<file path="src/rtl/alu_operand_stage.sv">
// ID/EX operand stage: captures decoded operands, resolves RAW hazards by
// forwarding from EX/MEM/WB, and presents registered ALU inputs under valid/ready.
module alu_operand_stage #(
  parameter int XLEN   = 32,
  parameter int REG_AW = 5
) (
  input  logic              clk,
  input  logic              rst_n,
  input  logic              id_valid,
  output logic              id_ready,
  input  logic [REG_AW-1:0] id_rs1_addr,
  input  logic [REG_AW-1:0] id_rs2_addr,
  input  logic [XLEN-1:0]   id_rs1_data,
  input  logic [XLEN-1:0]   id_rs2_data,
  input  logic [XLEN-1:0]   id_imm,
  input  logic [XLEN-1:0]   id_pc,
  input  logic              id_a_sel,
  input  logic              id_b_sel,
  input  logic [3:0]        id_alu_op,
  input  logic [REG_AW-1:0] id_rd_addr,
  input  logic              id_rd_we,
  input  logic              flush,
  input  logic [XLEN-1:0]   ex_alu_result,
  input  logic [REG_AW-1:0] mem_rd_addr,
  input  logic              mem_rd_we,
  input  logic [XLEN-1:0]   mem_result,
  input  logic [REG_AW-1:0] wb_rd_addr,
  input  logic              wb_rd_we,
  input  logic [XLEN-1:0]   wb_result,
  input  logic              ex_ready,
  output logic              ex_valid,
  output logic [XLEN-1:0]   ex_in_a,
  output logic [XLEN-1:0]   ex_in_b,
  output logic [3:0]        ex_alu_select,
  output logic [REG_AW-1:0] ex_rd_addr,
  output logic              ex_rd_we
);

  localparam logic [3:0] ALU_ADD = 4'b0000;

  logic              valid_q, valid_d;
  logic [XLEN-1:0]   a_q, a_d;
  logic [XLEN-1:0]   b_q, b_d;
  logic [3:0]        op_q, op_d;
  logic [REG_AW-1:0] rd_q, rd_d;
  logic              we_q, we_d;

  logic              capture;
  logic [XLEN-1:0]   fwd_rs1, fwd_rs2;

  assign id_ready = !valid_q || ex_ready;
  assign capture  = id_valid && id_ready && !flush;

  // Youngest producer wins; x0 is hardwired zero and never forwarded.
  always_comb begin
    fwd_rs1 = id_rs1_data;
    if (id_rs1_addr != '0) begin
      if (valid_q && we_q && (rd_q == id_rs1_addr))
        fwd_rs1 = ex_alu_result;
      else if (mem_rd_we && (mem_rd_addr == id_rs1_addr))
        fwd_rs1 = mem_result;
      else if (wb_rd_we && (wb_rd_addr == id_rs1_addr))
        fwd_rs1 = wb_result;
    end
  end

  always_comb begin
    fwd_rs2 = id_rs2_data;
    if (id_rs2_addr != '0) begin
      if (valid_q && we_q && (rd_q == id_rs2_addr))
        fwd_rs2 = ex_alu_result;
      else if (mem_rd_we && (mem_rd_addr == id_rs2_addr))
        fwd_rs2 = mem_result;
      else if (wb_rd_we && (wb_rd_addr == id_rs2_addr))
        fwd_rs2 = wb_result;
    end
  end

  always_comb begin
    valid_d = valid_q;
    a_d     = a_q;
    b_d     = b_q;
    op_d    = op_q;
    rd_d    = rd_q;
    we_d    = we_q;
    if (flush) begin
      valid_d = 1'b0;
      we_d    = 1'b0;
    end else if (capture) begin
      valid_d = 1'b1;
      a_d     = id_a_sel ? id_pc  : fwd_rs1;
      b_d     = id_b_sel ? id_imm : fwd_rs2;
      op_d    = id_alu_op;
      rd_d    = id_rd_addr;
      we_d    = id_rd_we;
    end else if (valid_q && ex_ready) begin
      valid_d = 1'b0;
    end
  end

  always_ff @(posedge clk or negedge rst_n) begin
    if (!rst_n) begin
      valid_q <= 1'b0;
      a_q     <= '0;
      b_q     <= '0;
      op_q    <= ALU_ADD;
      rd_q    <= '0;
      we_q    <= 1'b0;
    end else begin
      valid_q <= valid_d;
      a_q     <= a_d;
      b_q     <= b_d;
      op_q    <= op_d;
      rd_q    <= rd_d;
      we_q    <= we_d;
    end
  end

  assign ex_valid      = valid_q;
  assign ex_in_a       = a_q;
  assign ex_in_b       = b_q;
  assign ex_alu_select = op_q;
  assign ex_rd_addr    = rd_q;
  assign ex_rd_we      = we_q && valid_q;

endmodule

</file>
<file path="config.mk">
export PLATFORM = sky130hd
export DESIGN_NAME = alu_operand_stage
export DESIGN_NICKNAME = d
export VERILOG_FILES = /design/src/rtl/alu_operand_stage.sv
export SDC_FILE = /design/constraint.sdc
export NUM_CORES = 1
export LEC_CHECK = 0
export ABC_CLOCK_PERIOD_IN_PS = 4670
export BUFFER_PORTS_ARGS = -buffer_cell sky130_fd_sc_hd__buf_2
export CORE_ASPECT_RATIO = 0.6
export CORE_MARGIN = 4
export CORE_UTILIZATION = 46
export CTS_CLUSTER_DIAMETER = 100
export DETAILED_ROUTE_END_ITERATION = 16
export PLACE_DENSITY = 0.79
export SLEW_MARGIN = 40
export SYNTH_ARGS = -nofsm -noshare
export SYNTH_HDL_FRONTEND = slang
export SYNTH_SLANG_ARGS = --single-unit
</file>
<file path="constraint.sdc">
create_clock -name clk -period 4.67 [get_ports clk]
set_input_delay 0.7005 -clock clk [delete_from_list [all_inputs] [get_ports clk]]
set_output_delay 0.7005 -clock clk [all_outputs]
set_load 0.02 [all_outputs]
</file>
==> impl_metrics.csv <==
group,metric,value,unit
setup_path,reg2reg_depth,6,
global_routing,first_global_vias,8648,
setup_path,r2r-end,"ex_in_b[4]",
yosys,synth_common_cells,"clkbuf_1 (81), dfrtp_1 (75), and3_1 (66), o21ai_0 (63)",
hold_path,hold_class,"input port to async pin",
clocking,cts.sinks,75,
setup_path,crit_arrival,3.04,ns
clocking,cts_hold_repair.buffers,0,
drt,drc,0,
yosys,netlist_instances,863,
drt,ant_nets,0,
setup_path,startpoint,"id_rs1_addr[4]",
floorplanning,die_h,104,µm
timing,tightest_slew,0.834,ns
power,powerDensity,304,nW/µm²
clocking,clk_pin_slew,0.07,ns
final_layout,fillers,1354,
setup_path,regToRegStartpoint,"ex_valid",
setup_path,critPathCaptureType,"register",
timing,drv_slew,0,
yosys,async_flop_share,100,%
timing,finalSetupTns,0,ns
floorplanning,die_area,17600,µm²
power,p_sw,1090,µW
place,port_buffers,338,
global_routing,overflow,0,
setup_path,worstPathRequired,4.94,ns
power,p_clk_share,28.8,%
yosys,syn-cell-area,7120,µm²
yosys,synth_area_leaders,"dfrtp_1 (26%), nand4b_1 (7.6%), nand3b_1 (6.5%)",
yosys,yosysUniqueCellTypes,40,
timing,finalHoldViolCount,0,
floorplanning,chipWidth,169,µm
global_routing,antenna_found_initial,1,
timing,setup_viol,0,
power,power,2770,µW
global_routing,grt_pass1_wl,48.5,mm
drt,vias,9164,
place,place_congestion,0.918,
timing,max_freq,361,MHz
yosys,synth_top_flop_cell,"dfrtp_1",
yosys,syn_nets,1126,
outcome,outcome,"finished clean",
floorplanning,rows,34,
clocking,cts_inserted_buffers,9,
final_layout,nNetsFinal,1379,
final_layout,syn_to_final_growth,28.3,%
clocking,cts_tree,"done",
clocking,postCtsSetupBuffers,0,
power,seqPwrFrac,32.6,%
timing,final.period_utilization,59.3,%
clocking,htreeDepth,3,
yosys,avgSynthCellArea,8.25,µm²
timing,max_slew_margin,44.4,%
setup_path,cp-endpoint,"ex_in_a[17]",
global_routing,grt_usage,33.9,%
clocking,cts_max_path_buffers,2,
setup_path,crit_path_max_fanout,33,
floorplanning,pin_count,339,
timing,skew,0.00922,ns
yosys,yosys.area.top_type_share,26.4,%
floorplanning,core_area,14800,µm²
power,p_int,1680,µW
setup_path,cp-start-kind,"input port",
drt,first_iter_violations,1348,
yosys,post-synth-top-count-cell,"clkbuf_1",
yosys,yosysTopAreaCell,"dfrtp_1",
timing,rsz0062_at_grt,"false",
drt,dr.pass1.iters,5,
setup_path,regToRegSetupSlack,2.27,ns
place,dp_hpwl,21.4,mm
setup_path,worst-setup-path-type,"input port to register",
clocking,cts_root_buf,"clkbuf_16",
job,drv_cap,0,
global_routing,grt_start_max_net_pins,139,
power,netSwitchingFraction,39.3,%
floorplanning,initial_core_util,48.1,%
yosys,ys_seq_area_share,26.4,%
final_layout,drive_gt1_share,35.0,%
drt,viasPerCell,6.94,
yosys,ys_ff_latch,75,
clocking,ctsResizeCount,0,
power,p_comb_share,38.5,%
timing,layout_min_cycle_time,2.77,ns
clocking,clock_latency,0.35,ns
power,irDropWorstVdd,0.203,mV
yosys,synth_edf_count,0,
yosys,ys.warnings.count,0,
power,cellLeakagePower,0.00397,µW
drt,routed_wirelength,31.7,mm
drt,post_drt_wl_per_cell,24.0,µm
timing,whs,0.356,ns
-- worst min path at each step --
stage	startpoint	to	slack [ns]	cells past startpoint
5_1_grt	rst_n	ex_rd_addr[3]	0.45	1
3_3_place_gp	ex_alu_select[2]	ex_alu_select[2]	0.45	2
3_5_place_dp	ex_alu_select[3]	ex_alu_select[3]	0.46	2
2_1_floorplan	rst_n	ex_alu_select[0]	0.40	0
4_1_cts	rst_n	ex_valid	0.42	1
6_report	rst_n	ex_rd_addr[1]	0.36	1
-- worst max-delay path, cell delays in order --
cell	delay, ns
buf_2	0.13
xor2_1	0.17
nor2_4	0.11
buf_4	0.38
and3_1	0.76
buf_4	0.37
o311ai_0	0.19
a31oi_1	0.21
-- power by group through the flow --
stage / logic [µW] / registers (µW) / clock network [µW]
2_1_floorplan: 452 / 1060 / 0
3_3_place_gp: 1040 / 908 / 0
3_5_place_dp: 1050 / 908 / 0
4_1_cts: 1060 / 899 / 802
5_1_grt: 1140 / 924 / 823
6_report: 1070 / 905 / 799
-- placed cells by master, fill, tap and decap left out, drive strengths merged, types with 5 or more instances in the layout --
cell and instances:
a211oi 5, a21boi 59, a21oi 27, a221o 31, a221oi 34, a31oi 62
and3 66, buf 356, clkbuf 11, dfrtp 75, inv 7, nand2 36
nand3 35, nand3b 62, nand4b 62, o21ai 63, o311ai 61, xnor2 9
xor2 19
-- layer usage --
| metal | routed length, µm | track usage [%] |
|---|---|---|
| met1 | 12600 | 48.4 |
| met2 | 13900 | 50.7 |
| met3 | 4290 | 9.00 |
| met4 | 856 | 9.21 |
| met5 | 0 | 0 |
-- final cells by class --
class / count / area [µm²] / share of cell area (%)
clock inverter: 6 / 88.8 / 0.973
tap: 198 / 248 / 2.71
antenna: 1 / 2.50 / 0.0274
multi-input combinational: 666 / 4790 / 52.5
clock buffer: 10 / 239 / 2.62
sequential: 75 / 1880 / 20.6
inverter: 7 / 26.3 / 0.288
timing repair buffer: 357 / 1860 / 20.3
-- cell families after synthesis --
| group | synth area share (%) |
|---|---|
| AO/OA/AOI/OAI | 36.1 |
| XOR/XNOR | 3.45 |
| buffers and inverters | 6.86 |
| flip-flops | 26.4 |
| multiplexers | 0.316 |
| AND/OR/NAND/NOR | 26.9 |
-- state kept, by name (all words and copies together), names as in the netlist --
| name | count |
|---|---|
| ex_rd_addr | 5 |
| ex_valid | 1 |
| ex_alu_select | 4 |
| ex_in_a | 32 |
| we_q | 1 |
| ex_in_b | 32 |
-- stage by stage --
stage                     utilization (%)  instance area, µm²  instances  setup slack [ns]
after floorplan                         -                7120        863              2.55
after global placement               59.4                8790       1303              1.73
after detailed placement             59.4                8800       1303              1.65
after CTS                            61.6                9120       1319              2.01
after global routing                 61.7                9130       1320              1.77
final                                61.7                9130       1320              1.90
Power figures use the tool's default switching activity.
